`src/rtl/stream_mux_nto1_if.sv`:
```
// Handshake bundle for stream_mux_nto1: N producer streams in, one consumer stream out.
// The out_beat signal exists only when STREAM_MUX_BEAT_CNT_EN is defined.
// The slave modport is the mux itself; master is the surrounding producers/consumer.
interface stream_mux_nto1_if #(
    parameter int NUM_CH = 3,
    parameter int DATA_W = 8,
    parameter int SEL_W  = 2,
    parameter int CNT_W  = 8
);
    typedef logic [CNT_W-1:0] beat_t;

    logic [NUM_CH*DATA_W-1:0] in_data;
    logic [NUM_CH-1:0]        in_valid;
    logic [NUM_CH-1:0]        in_last;
    logic [NUM_CH-1:0]        in_ready;
    logic [DATA_W-1:0]        out_data;
    logic                     out_valid;
    logic                     out_last;
    logic [SEL_W-1:0]         out_ch;
    logic                     out_ready;
`ifdef STREAM_MUX_BEAT_CNT_EN
    beat_t                    out_beat;

    modport master (
        output in_data, in_valid, in_last, out_ready,
        input  in_ready, out_data, out_valid, out_last, out_ch, out_beat
    );
    modport slave (
        input  in_data, in_valid, in_last, out_ready,
        output in_ready, out_data, out_valid, out_last, out_ch, out_beat
    );
`else
    modport master (
        output in_data, in_valid, in_last, out_ready,
        input  in_ready, out_data, out_valid, out_last, out_ch
    );
    modport slave (
        input  in_data, in_valid, in_last, out_ready,
        output in_ready, out_data, out_valid, out_last, out_ch
    );
`endif
endinterface

```
`src/rtl/stream_mux_nto1.sv`:
```
// N-input packet-aware stream multiplexer with a registered output stage.
// A channel is chosen per packet (fixed sel or round-robin) and held until its last beat.
// Optional: define STREAM_MUX_BEAT_CNT_EN to add out_beat, the saturating beat index within a packet.
module stream_mux_nto1 #(
    parameter int NUM_CH = 3,
    parameter int DATA_W = 8,
    parameter int SEL_W  = 2,
    parameter int CNT_W  = 8
) (
    input  logic             clk,
    input  logic             rst,
    input  logic             rr_en,
    input  logic [SEL_W-1:0] sel,
    stream_mux_nto1_if.slave bus
);
    typedef enum logic {IDLE, LOCK} state_t;
    typedef logic [CNT_W-1:0] beat_t;

    state_t            state, state_nxt;
    logic [SEL_W-1:0]  cur_ch, cur_ch_nxt;
    logic [SEL_W-1:0]  last_grant;
    logic              grant_ok;
    logic [SEL_W-1:0]  grant_ch;
    logic [SEL_W-1:0]  rr_cand;
    logic              out_free;
    logic              in_fire;
    logic              last_fire;
    logic [DATA_W-1:0] ch_data [NUM_CH];

    for (genvar k = 0; k < NUM_CH; k++) begin : g_unpack
        assign ch_data[k] = bus.in_data[k*DATA_W +: DATA_W];
    end

    // Channel selection while IDLE: fixed select or round-robin after last_grant
    always_comb begin
        grant_ok = 1'b0;
        grant_ch = '0;
        rr_cand  = '0;
        if (rr_en) begin
            for (int unsigned i = 1; i <= NUM_CH; i++) begin
                rr_cand = SEL_W'((32'(last_grant) + i) % NUM_CH);
                if (!grant_ok && bus.in_valid[rr_cand]) begin
                    grant_ok = 1'b1;
                    grant_ch = rr_cand;
                end
            end
        end else if ((32'(sel) < NUM_CH) && bus.in_valid[sel]) begin
            grant_ok = 1'b1;
            grant_ch = sel;
        end
    end

    // Input handshake: only the locked channel may transfer, and only if the output slot frees up
    always_comb begin
        out_free     = !bus.out_valid || bus.out_ready;
        bus.in_ready = '0;
        if (state == LOCK) begin
            bus.in_ready[cur_ch] = out_free;
        end
        in_fire   = (state == LOCK) && bus.in_valid[cur_ch] && out_free;
        last_fire = in_fire && bus.in_last[cur_ch];
    end

    // FSM state register
    always_ff @(posedge clk or posedge rst) begin
        if (rst) begin
            state  <= IDLE;
            cur_ch <= '0;
        end else begin
            state  <= state_nxt;
            cur_ch <= cur_ch_nxt;
        end
    end

    // FSM next state: grant opens a packet, the transferred last beat closes it
    always_comb begin
        state_nxt  = state;
        cur_ch_nxt = cur_ch;
        case (state)
            IDLE: begin
                if (grant_ok) begin
                    state_nxt  = LOCK;
                    cur_ch_nxt = grant_ch;
                end
            end
            LOCK: begin
                if (last_fire) begin
                    state_nxt = IDLE;
                end
            end
            default: state_nxt = IDLE;
        endcase
    end

    // Round-robin pointer; reset value makes the first search start at channel 0
    always_ff @(posedge clk or posedge rst) begin
        if (rst) begin
            last_grant <= SEL_W'(NUM_CH - 1);
        end else if (last_fire) begin
            last_grant <= cur_ch;
        end
    end

    // Output register: reload on input transfer, drain on output transfer, otherwise hold
    always_ff @(posedge clk or posedge rst) begin
        if (rst) begin
            bus.out_data  <= '0;
            bus.out_valid <= 1'b0;
            bus.out_last  <= 1'b0;
            bus.out_ch    <= '0;
        end else if (in_fire) begin
            bus.out_data  <= ch_data[cur_ch];
            bus.out_valid <= 1'b1;
            bus.out_last  <= bus.in_last[cur_ch];
            bus.out_ch    <= cur_ch;
        end else if (bus.out_valid && bus.out_ready) begin
            bus.out_valid <= 1'b0;
        end
    end

`ifdef STREAM_MUX_BEAT_CNT_EN
    beat_t beat_q;

    // Beat index of the next accepted beat; cleared on grant, saturates at all-ones
    always_ff @(posedge clk or posedge rst) begin
        if (rst) begin
            beat_q       <= '0;
            bus.out_beat <= '0;
        end else if (state == IDLE) begin
            if (grant_ok) begin
                beat_q <= '0;
            end
        end else if (in_fire) begin
            bus.out_beat <= beat_q;
            if (beat_q != '1) begin
                beat_q <= beat_q + 1'b1;
            end
        end
    end
`endif

endmodule

```
`src/flat_wrapper.sv`:
```
// flat-port wrapper written by rule: the top's interface ports become plain ports
module stream_mux_nto1_flat 
#(
    parameter int NUM_CH = 3,
    parameter int DATA_W = 8,
    parameter int SEL_W  = 2,
    parameter int CNT_W  = 8
)
  (clk, rst, rr_en, sel, bus_in_data, bus_in_valid, bus_in_last, bus_out_ready, bus_in_ready, bus_out_data, bus_out_valid, bus_out_last, bus_out_ch);
  stream_mux_nto1_if #(.NUM_CH(NUM_CH), .DATA_W(DATA_W), .SEL_W(SEL_W), .CNT_W(CNT_W)) bus_i ();
  input  logic clk;
  input  logic rst;
  input  logic rr_en;
  input  logic [SEL_W-1:0] sel;
  input wire logic [$bits(bus_i.in_data)-1:0] bus_in_data;
  input wire logic [$bits(bus_i.in_valid)-1:0] bus_in_valid;
  input wire logic [$bits(bus_i.in_last)-1:0] bus_in_last;
  input wire logic [$bits(bus_i.out_ready)-1:0] bus_out_ready;
  output wire logic [$bits(bus_i.in_ready)-1:0] bus_in_ready;
  output wire logic [$bits(bus_i.out_data)-1:0] bus_out_data;
  output wire logic [$bits(bus_i.out_valid)-1:0] bus_out_valid;
  output wire logic [$bits(bus_i.out_last)-1:0] bus_out_last;
  output wire logic [$bits(bus_i.out_ch)-1:0] bus_out_ch;
  assign bus_i.in_data = bus_in_data;
  assign bus_i.in_valid = bus_in_valid;
  assign bus_i.in_last = bus_in_last;
  assign bus_i.out_ready = bus_out_ready;
  assign bus_in_ready = bus_i.in_ready;
  assign bus_out_data = bus_i.out_data;
  assign bus_out_valid = bus_i.out_valid;
  assign bus_out_last = bus_i.out_last;
  assign bus_out_ch = bus_i.out_ch;
  stream_mux_nto1 #(.NUM_CH(NUM_CH), .DATA_W(DATA_W), .SEL_W(SEL_W), .CNT_W(CNT_W)) u_core (.clk(clk), .rst(rst), .rr_en(rr_en), .sel(sel), .bus(bus_i));
endmodule
```
`config.mk`:
```
export PLATFORM = sky130hd
export DESIGN_NAME = stream_mux_nto1_flat
export DESIGN_NICKNAME = d
export VERILOG_FILES = /design/src/rtl/stream_mux_nto1_if.sv /design/src/rtl/stream_mux_nto1.sv /design/src/flat_wrapper.sv
export SDC_FILE = /design/constraint.sdc
export NUM_CORES = 1
export LEC_CHECK = 0
export CAP_MARGIN = 0
export CORE_MARGIN = 2
export CORE_UTILIZATION = 41
export CTS_BUF_LIST = sky130_fd_sc_hd__clkbuf_16
export DETAILED_ROUTE_END_ITERATION = 16
export GPL_TIMING_DRIVEN = 0
export PLACE_DENSITY = 0.79
export SYNTH_ARGS = -nofsm -noshare
export SYNTH_HDL_FRONTEND = slang
export SYNTH_SLANG_ARGS = --single-unit
```
`constraint.sdc`:
```
create_clock -name clk -period 2.4 [get_ports clk]
set_input_delay 0.48 -clock clk [delete_from_list [all_inputs] [get_ports clk]]
set_output_delay 0.48 -clock clk [all_outputs]
set_load 0.02 [all_outputs]
```
# ---- After elaboration in Yosys (flattened, before gate mapping)
# Index checks and enable logic that the tools add are counted.
dict set report classes {
  add_sub_neg 3
  div 3
  order_cmp 8
  mux 35
  bitwise 3
  reduce_logical 14
}
# operator n
set op_table {}
lappend op_table {{$mod 32x2->32 const B} 3}
lappend op_table {{$mux 1} 18}
lappend op_table {{$bmux 8 s2} 1}
lappend op_table {{$mux 8} 2}
lappend op_table {{$lt 2x3->1 const B} 5}
lappend op_table {{$bmux 1 s2} 6}
lappend op_table {{$mux 2} 5}
lappend op_table {{$logic_and 1x1->1} 8}
lappend op_table {{$add 2x2->3 const B} 2}
lappend op_table {{$add 2x1->3 const B} 1}
lappend op_table {{$and 3x3->3} 1}
lappend op_table {{$ge 3x3->1 const B} 1}
lappend op_table {{$logic_not 1->1} 3}
lappend op_table {{$mux 3} 1}
lappend op_table {{$not 2->3} 1}
lappend op_table {{$demux 1 s2} 1}
lappend op_table {{$ge 2x1->1 const B} 1}
lappend op_table {{$lt 2x2->1 const B} 1}
lappend op_table {{$pmux 1 s2} 1}
lappend op_table {{$reduce_and 2->1} 1}
lappend op_table {{$reduce_bool 2->1} 1}
lappend op_table {{$logic_or 1x1->1} 1}
lappend op_table {{$not 1->1} 1}
dict set report totals {
  register_bits 17
  input_bits 36
  out_inout_bits 15
  wordCells 73
}

# ---- Depth between registers and ports, before layout
# Gate-level depths: netlist (run 1).
dict set report logic_depth {
  depth_word 16
  ltp_mapped 8
  ltp_nobuf 7
}

# ---- Worst setup path before layout (run 1)
# Ideal clock, no wire load.
dict set report synth_timing {
  path_type {register to register}
  startpoint {register u_core.last_grant[1]}
  endpoint {register u_core.cur_ch[0]}
  setup_ns 0.128
  arrival_ns 1.939
  required_time_ns 2.272
  path_slack_ns 0.333
  path_stages_with_launch 9
  n_path_buf 1
  period_less_slack_ns 2.067
  path_cell_list {dfstp_2 inv_1 ha_1 buf_6 a22o_1 or3_1 a21oi_2 nor3b_2 mux2_1}
}
dict set report synth_between {
  elab_chain_cells 15
  word_cells_on_any_way 27
  cone_classes {add/sub: 3; div: 3; mux: 16; reduce/logical: 5}
}
# element line
set synth_lines {}
lappend synth_lines {{start: declaration} stream_mux_nto1.sv:21} ;# logic [SEL_W-1:0] last_grant;
lappend synth_lines {{start signal: assignment} stream_mux_nto1.sv:98} ;# last_grant <= SEL_W'(NUM_CH - 1);
lappend synth_lines {{start signal: assignment} stream_mux_nto1.sv:100} ;# last_grant <= cur_ch;
lappend synth_lines {{$add 2x1->3} stream_mux_nto1.sv:41} ;# rr_cand = SEL_W'((32'(last_grant) + i) % NUM_CH);
lappend synth_lines {{$mod 32x2->32} stream_mux_nto1.sv:41}
lappend synth_lines {{$bmux 1 s2} stream_mux_nto1.sv:42} ;# if (!grant_ok && bus.in_valid[rr_cand]) begin
lappend synth_lines {{$mux 1 (not written as such)} stream_mux_nto1.sv:42}
lappend synth_lines {{$mux 1} stream_mux_nto1.sv:42}
lappend synth_lines {{$mux 1} stream_mux_nto1.sv:39} ;# if (rr_en) begin
lappend synth_lines {{$logic_not 1->1} stream_mux_nto1.sv:42}
lappend synth_lines {{$logic_and 1x1->1} stream_mux_nto1.sv:42}
lappend synth_lines {{$mux 1} stream_mux_nto1.sv:42}
lappend synth_lines {{$mux 1} stream_mux_nto1.sv:39}
lappend synth_lines {{$logic_not 1->1} stream_mux_nto1.sv:42}
lappend synth_lines {{$logic_and 1x1->1} stream_mux_nto1.sv:42}
lappend synth_lines {{$mux 1} stream_mux_nto1.sv:42}
lappend synth_lines {{$mux 1} stream_mux_nto1.sv:39}
lappend synth_lines {{$reduce_and 2->1 (no line)} n/a}
lappend synth_lines {{end signal: assignment} stream_mux_nto1.sv:71} ;# cur_ch <= cur_ch_nxt;
lappend synth_lines {{end: declaration} stream_mux_nto1.sv:20} ;# logic [SEL_W-1:0] cur_ch, cur_ch_nxt;
# Several ways; a longest one is shown, not always the timed one. The select of a mux whose other input is x is not followed.
# A chain may end at the register's enable or synchronous reset.

# ---- Final worst setup path (run 1)
dict set report layout_timing {
  startpoint {input port bus_out_ready}
  endpoint {output port bus_in_ready[1]}
}
dict set report layout_between {
  elab_chain_cells 3
}
# element line
set layout_lines {}
lappend layout_lines {{start: declaration} flat_wrapper.sv:18} ;# input wire logic [$bits(bus_i.out_ready)-1:0] bus_out_ready;
lappend layout_lines {{$logic_or 1x1->1} stream_mux_nto1.sv:55} ;# out_free = !bus.out_valid || bus.out_ready;
lappend layout_lines {{$and 3x3->3 (no line)} n/a}
lappend layout_lines {{$mux 3} stream_mux_nto1.sv:57} ;# if (state == LOCK) begin
lappend layout_lines {{end: declaration} flat_wrapper.sv:19} ;# output wire logic [$bits(bus_i.in_ready)-1:0] bus_in_ready;
# Every way passes these cells.

==> results.sh, run 1 <==
export IMPL_synth_compound_area_share_pct=19.91
export IMPL_cts_buffer_depth=2
export IMPL_postCtsSetupRepairBufs=0
export IMPL_dpl_cell_area_um2=1677
export IMPL_fin_worst_skew_ns=0.003444
export IMPL_dr_pass1_iters=4
export IMPL_synth_seq_cells=17
export IMPL_cellLeakagePower_uw=0.0007700
export IMPL_place_hpwl_um=2452
export IMPL_grt_antenna_before_repair=0
export IMPL_synth_fa_ha_area_share_pct=3.300
export IMPL_crit_chain="clkdlybuf4s50_1 > nand2b_1 > nand2_1 > nor3b_1 > dlygate4sd2_1"
export IMPL_grt_ovfl_total=0
export IMPL_syn_nets=166
export IMPL_via_per_inst=5.467
export IMPL_syn_inst=127
export IMPL_relSlewSlack_pct=56.07
export IMPL_antenna_left=0
export IMPL_worstMarginPinSlew_ns=0.6582
export IMPL_route_detailed_drc=0
export IMPL_coreArea_um2=2686
export IMPL_final_area_um2=1753
export IMPL_gp_congestion=0.8164
export IMPL_power_density_nw_per_um2=1218
export IMPL_finalCritPeriodShare_pct=91.88
export IMPL_setup_tns_ns=0
export IMPL_grt_pass1_wl_um=5230
export IMPL_synthArstFlopShare_pct=100.0
export IMPL_synth_cell_types=33
export IMPL_max_stage_delay_ns=0.44
export IMPL_first_iter_violations=40
export IMPL_yosysTopAreaCellShare_pct=35.20
export IMPL_synth_area_leaders="dfrtp_1 (35%), mux2i_1 (11%), o21ai_0 (5.3%)"
export IMPL_grt_max_degree=18
export IMPL_total_power_uw=2136
export IMPL_cts_root_buf="clkbuf_16"
export IMPL_crit_path_end_kind="primary output"
export IMPL_synthMuxAreaShare_pct=16.50
export IMPL_finalWirelength_um=3164
export IMPL_vias=1159
export IMPL_wl_per_cell_um=14.92
export IMPL_synth_ff_type="dfrtp_1"
export IMPL_ios=51
export IMPL_dieHeight_um=56.67
export IMPL_crit_path_start_kind="input port"
export IMPL_hold_buffers=0
export IMPL_clkTransAtPathRegs_ns=0.05
export IMPL_port_buffers=50
export IMPL_areaGrowthSynthToFinish_pct=54.13
export IMPL_cp_arrival_ns=1.73
export IMPL_start_util_pct=42.34
export IMPL_setup_violations=0
export IMPL_synth_xor_area_share_pct=0
export IMPL_cts_tree="yes"
export IMPL_period_needed_ns=2.205
export IMPL_die_width_um=56.67
export IMPL_hp_class="flop to flop"
export IMPL_fin_util_pct=65.25
export IMPL_status="completed"
export IMPL_final_common_cell="clkdlybuf4s50_1"
export IMPL_crit_buf_inv=2
export IMPL_ys_warn_count=0
export IMPL_rows=19
export IMPL_cts_sinks=17
export IMPL_drive_gt1_share_pct=11.05
export IMPL_grt_util_all_layers_pct=20.86
export IMPL_finalHoldViolations=0
export IMPL_cap_violations=0
export IMPL_critPathSlowestCell="clkdlybuf4s50_1"
export IMPL_synth_edf_count=0
export IMPL_die_area_um2=3211
export IMPL_first_global_vias=1179
export IMPL_synth_simple_area_share_pct=15.40
export IMPL_cts_htree_levels=1
export IMPL_rsz0062_at_grt="false"
export IMPL_fmax_mhz=453.5
export IMPL_required_ns=1.92
export IMPL_yosys_area_top_type="dfrtp_1"
export IMPL_synthesis_area_um2=1137
export IMPL_slew_violations=0
export IMPL_cp_max_fo=4
export IMPL_cts_buffers_inserted=3
export IMPL_cp_top_family="buffers and inverters"
export IMPL_clk_insertion_delay_late_ns=0.25
export IMPL_synth_top_family_by_area="compound AO/OA/AOI/OAI gates"
export IMPL_final_cell_mix="clkdlybuf4s50_1 (47), nand2_1 (16), dfrtp_1 (16), mux2i_1 (12), o21ai_0 (12)"
export IMPL_critPathKind="input port to primary output"
export IMPL_synth_yosys_seq_area_share_pct=37.51
export IMPL_ir_worst_vdd_mv=1.105
export IMPL_avgSynthCellArea_um2=8.955
export IMPL_n_antenna_cell=0
export IMPL_nNetsFinal=221
export IMPL_whs_ns=0.4848
## cell usage after synthesis, types with 2 or more instances
| master | number |
|---|---|
| nand2_1 | 16 |
| a21o_2 | 2 |
| ha_1 | 3 |
| nand2b_1 | 2 |
| buf_6 | 3 |
| buf_2 | 4 |
| mux2_2 | 4 |
| a31oi_1 | 2 |
| a211oi_1 | 2 |
| inv_1 | 7 |
| mux2i_1 | 12 |
| a21oi_1 | 9 |
| dfrtp_1 | 16 |
| nand3_1 | 3 |
| nor2b_1 | 2 |
| mux2_1 | 2 |
| o221ai_1 | 2 |
| nor2_1 | 10 |
| o21ai_0 | 12 |
## routing by layer
metal | wire, um | global-route usage [%] | vias up
met5 | 0 | 0 | -
met4 | 42 | 6.803 | 0
met3 | 137 | 4.839 | 6
met2 | 1758 | 36.88 | 33
met1 | 1226 | 24.67 | 560
li1 | - | - | 560
## state kept, by name, indices dropped and copies added, names as in the netlist
register,cells
u_core.last_grant,2
u_core.bus.out_data,8
u_core.bus.out_ch,2
u_core.bus.out_last,1
u_core.cur_ch,2
u_core.state,1
u_core.bus.out_valid,1
## what timing repair did
action / 4_1_cts / 5_1_grt
gates resized for setup: 3 / 0
hold endpoints to repair: 0 / 0
setup endpoints to repair: 3 / 0
## logic make-up (layout without fill, tap and decap cells)
logic type / Yosys count / in the layout
simple gates: 38 / 38
compound gates: 36 / 36
mux: 18 / 18
flops: 17 / 17
buf+inv: 15 / 69
fa+ha+maj: 3 / 3
## report_power, final
group	total, uW	switching, uW	internal, uW	leakage, uW
Clock	334	111	223	0.0000409
Combinational	1290	684	602	0.000519
Sequential	517	88.5	428	0.000210
Total	2140	883	1250	0.000770
## final cells by class
class	instances	area (um2)
Sequential cell	17	426.7
Inverter	7	26.28
Timing Repair Buffer	50	496.7
Buffer	8	57.56
Clock inverter	1	5.005
Tap cell	31	38.79
Multi-Input combinational cell	95	626.9
Clock buffer	3	75.07
Fill cell	230	933.4
## per-stage QoR
stage,cells,setup slack [ns]
after floorplan,127,0.3331
after global placement,208,-0.08433
after detailed placement,208,-0.09847
after CTS,212,0.1880
after global routing,212,0.08391
final,212,0.1948
## path summary, 6_finish.rpt
path,from,end,slack [ns],cells past startpoint
min reg2reg,u_core.bus.out_data[1]$_DFFE_PP0P_,u_core.bus.out_data[1]$_DFFE_PP0P_,0.48,2
min,u_core.bus.out_data[1]$_DFFE_PP0P_,u_core.bus.out_data[1]$_DFFE_PP0P_,0.48,2
max,bus_out_ready,bus_in_ready[1],0.19,5
min in group asynchronous,rst,u_core.state$_DFF_PP0_,0.63,2
max reg2reg,u_core.last_grant[1]$_DFFE_PP1N_,u_core.cur_ch[0]$_DFFE_PP0P_,0.21,8
max in group asynchronous,rst,u_core.bus.out_data[1]$_DFFE_PP0P_,1.35,2
## tightest hold or removal path, delay by kind of cell, from the launching register on
kind            cells  cell delay (ns)
flops               1             0.34
compound gates      1             0.06
simple gates        1             0.05
Note: power is estimated with default switching activity, not from simulation.
==> run 2, diff against run 1 <==
Settings changed: CORE_UTILIZATION 41 to 61, CTS_CLUSTER_SIZE from default to 10, DONT_BUFFER_PORTS from default to 1, PLACE_DENSITY 0.79 to 0.77.
==> results.sh, run 2 (synthesis results as in run 1) <==
export IMPL_status="completed"
export IMPL_ios=51
export IMPL_vias=956
export IMPL_finalWirelength_um=2477
export IMPL_period_needed_ns=2.188
export IMPL_start_util_pct=65.16
export IMPL_port_buffers=0
export IMPL_finalNonFillerCells=156
export IMPL_fin_worst_skew_ns=0.0008376
export IMPL_clk_insertion_delay_late_ns=0.25
export IMPL_cts_tree="yes"
export IMPL_slew_violations=0
export IMPL_hp_class="input port to asynchronous set/reset pin"
export IMPL_worst_r2r_setup_slack_ns=0.21
export IMPL_finalCritPeriodShare_pct=91.15
export IMPL_cap_violations=0
export IMPL_nNetsFinal=171
export IMPL_first_iter_violations=9
export IMPL_clkTransAtPathRegs_ns=0.05
export IMPL_cts_buffers_inserted=3
export IMPL_postCtsSetupRepairBufs=0
export IMPL_regToRegEndpoint="u_core.cur_ch[1]$_DFFE_PP0P_"
export IMPL_n_antenna_cell=0
export IMPL_setup_violations=0
export IMPL_die_width_um=47.18
export IMPL_relSlewSlack_pct=56.31
export IMPL_cp_arrival_ns=2.31
export IMPL_drive_gt1_share_pct=14.50
export IMPL_wl_per_cell_um=15.88
export IMPL_die_area_um2=2226
export IMPL_required_ns=2.53
export IMPL_first_global_vias=832
export IMPL_regMostFlops="u_core.bus.out_data"
export IMPL_via_per_inst=6.128
export IMPL_place_hpwl_um=1836
export IMPL_crit_path_end_kind="flop"
export IMPL_fin_util_pct=71.47
export IMPL_grt_max_degree=18
export IMPL_multi_input_area_um2=626.9
export IMPL_nFillCells=135
export IMPL_reg2regPathDepth=8
export IMPL_grt_util_all_layers_pct=23.71
export IMPL_cp_max_fo=10
export IMPL_whs_ns=0.2056
export IMPL_worstMarginPinSlew_ns=0.6539
export IMPL_coreArea_um2=1745
export IMPL_cts_repair_resize_count=0
export IMPL_ir_worst_vdd_mv=0.9425
export IMPL_dieHeight_um=47.18
export IMPL_final_cell_mix="nand2_1 (16), dfrtp_1 (16), mux2i_1 (12), o21ai_0 (12), nor2_1 (10)"
export IMPL_placed_cells=152
export IMPL_cts_buffer_depth=2
export IMPL_gp_congestion=0.7641
export IMPL_critPathKind="flop to flop"
export IMPL_cellLeakagePower_uw=0.0005680
export IMPL_antenna_left=0
export IMPL_rows=15
export IMPL_grt_antenna_before_repair=0
export IMPL_route_detailed_drc=0
export IMPL_areaGrowthSynthToFinish_pct=9.681
export IMPL_grt_pass1_wl_um=3650
export IMPL_grt_ovfl_total=0
export IMPL_fmax_mhz=457.1
export IMPL_finalHoldViolations=0
export IMPL_dr_pass1_iters=4
export IMPL_hold_buffers=0
export IMPL_cts_htree_levels=1
export IMPL_rsz0062_at_grt="false"
export IMPL_power_density_nw_per_um2=1484
export IMPL_cts_root_buf="clkbuf_16"
export IMPL_largest_reg_flops=8
export IMPL_setup_tns_ns=0
export IMPL_worstReg2RegStart="u_core.last_grant[1]$_DFFE_PP1N_"
export IMPL_crit_path_start_kind="flop"
export IMPL_cts_sinks=17
export IMPL_regArea_um2=426.7
-- run 2: cell types whose count changed in the layout (fill, tap and decap cells not counted) --
cell | before | now
clkinv_2 | 1 | 0
inv_1 | 7 | 8
dlygate4sd2_1 | 3 | 0
clkdlybuf4s50_1 | 47 | 0
-- run 2: layout make-up --
class | instances | share of cell area [%]
sequential | 17 | 34.20
inverter | 7 | 2.106
tap | 25 | 2.508
clock inverter | 1 | 0.3009
clock buffer | 3 | 6.018
multi-input combinational | 95 | 50.25
buffer | 8 | 4.614
-- run 2: how the worst max path moves through the flow --
stage                                     start  slack [ns]                            to
2_1_floorplan  u_core.last_grant[1]$_DFFE_PP1N_        0.33  u_core.cur_ch[0]$_DFFE_PP0P_
3_3_place_gp   u_core.last_grant[1]$_DFFE_PP1N_        0.26  u_core.cur_ch[1]$_DFFE_PP0P_
3_5_place_dp   u_core.last_grant[1]$_DFFE_PP1N_        0.21  u_core.cur_ch[1]$_DFFE_PP0P_
4_1_cts        u_core.last_grant[1]$_DFFE_PP1N_        0.20  u_core.cur_ch[1]$_DFFE_PP0P_
5_1_grt        u_core.last_grant[1]$_DFFE_PP1N_        0.08  u_core.cur_ch[1]$_DFFE_PP0P_
6_report       u_core.last_grant[1]$_DFFE_PP1N_        0.21  u_core.cur_ch[1]$_DFFE_PP0P_
-- run 2: power breakdown --
group	internal (uW)	switching, uW
Sequential	428	216
Clock	221	104
Combinational	384	498
-- run 2: layer usage --
metal  track usage, %  part of all wire (%)  wire length, um  vias to the layer above
li1                 -                     -                -                      456
met1            29.81                    43             1071                      455
met2            39.73                    49             1207                       40
met3            8.077                   6.7              166                        5
met4            5.000                   1.3               32                        0
met5                0                     0                0                        -
-- run 2: stage by stage --
stage	power [uW]	cell area [um2]	setup WS, ns
2_1_floorplan	1357	1137	0.3331
3_3_place_gp	1484	1169	0.2627
3_5_place_dp	1526	1169	0.2081
4_1_cts	1862	1247	0.2016
5_1_grt	1993	1247	0.07574
6_report	1851	1247	0.2125
-- run 2: critical path, cell delays in order (launching register included) --
cell,delay [ns]
dfstp_2,0.55
inv_1,0.05
ha_1,0.18
buf_6,0.14
a22o_1,0.23
or3_1,0.36
a21oi_2,0.16
nor3b_2,0.08
mux2_1,0.32
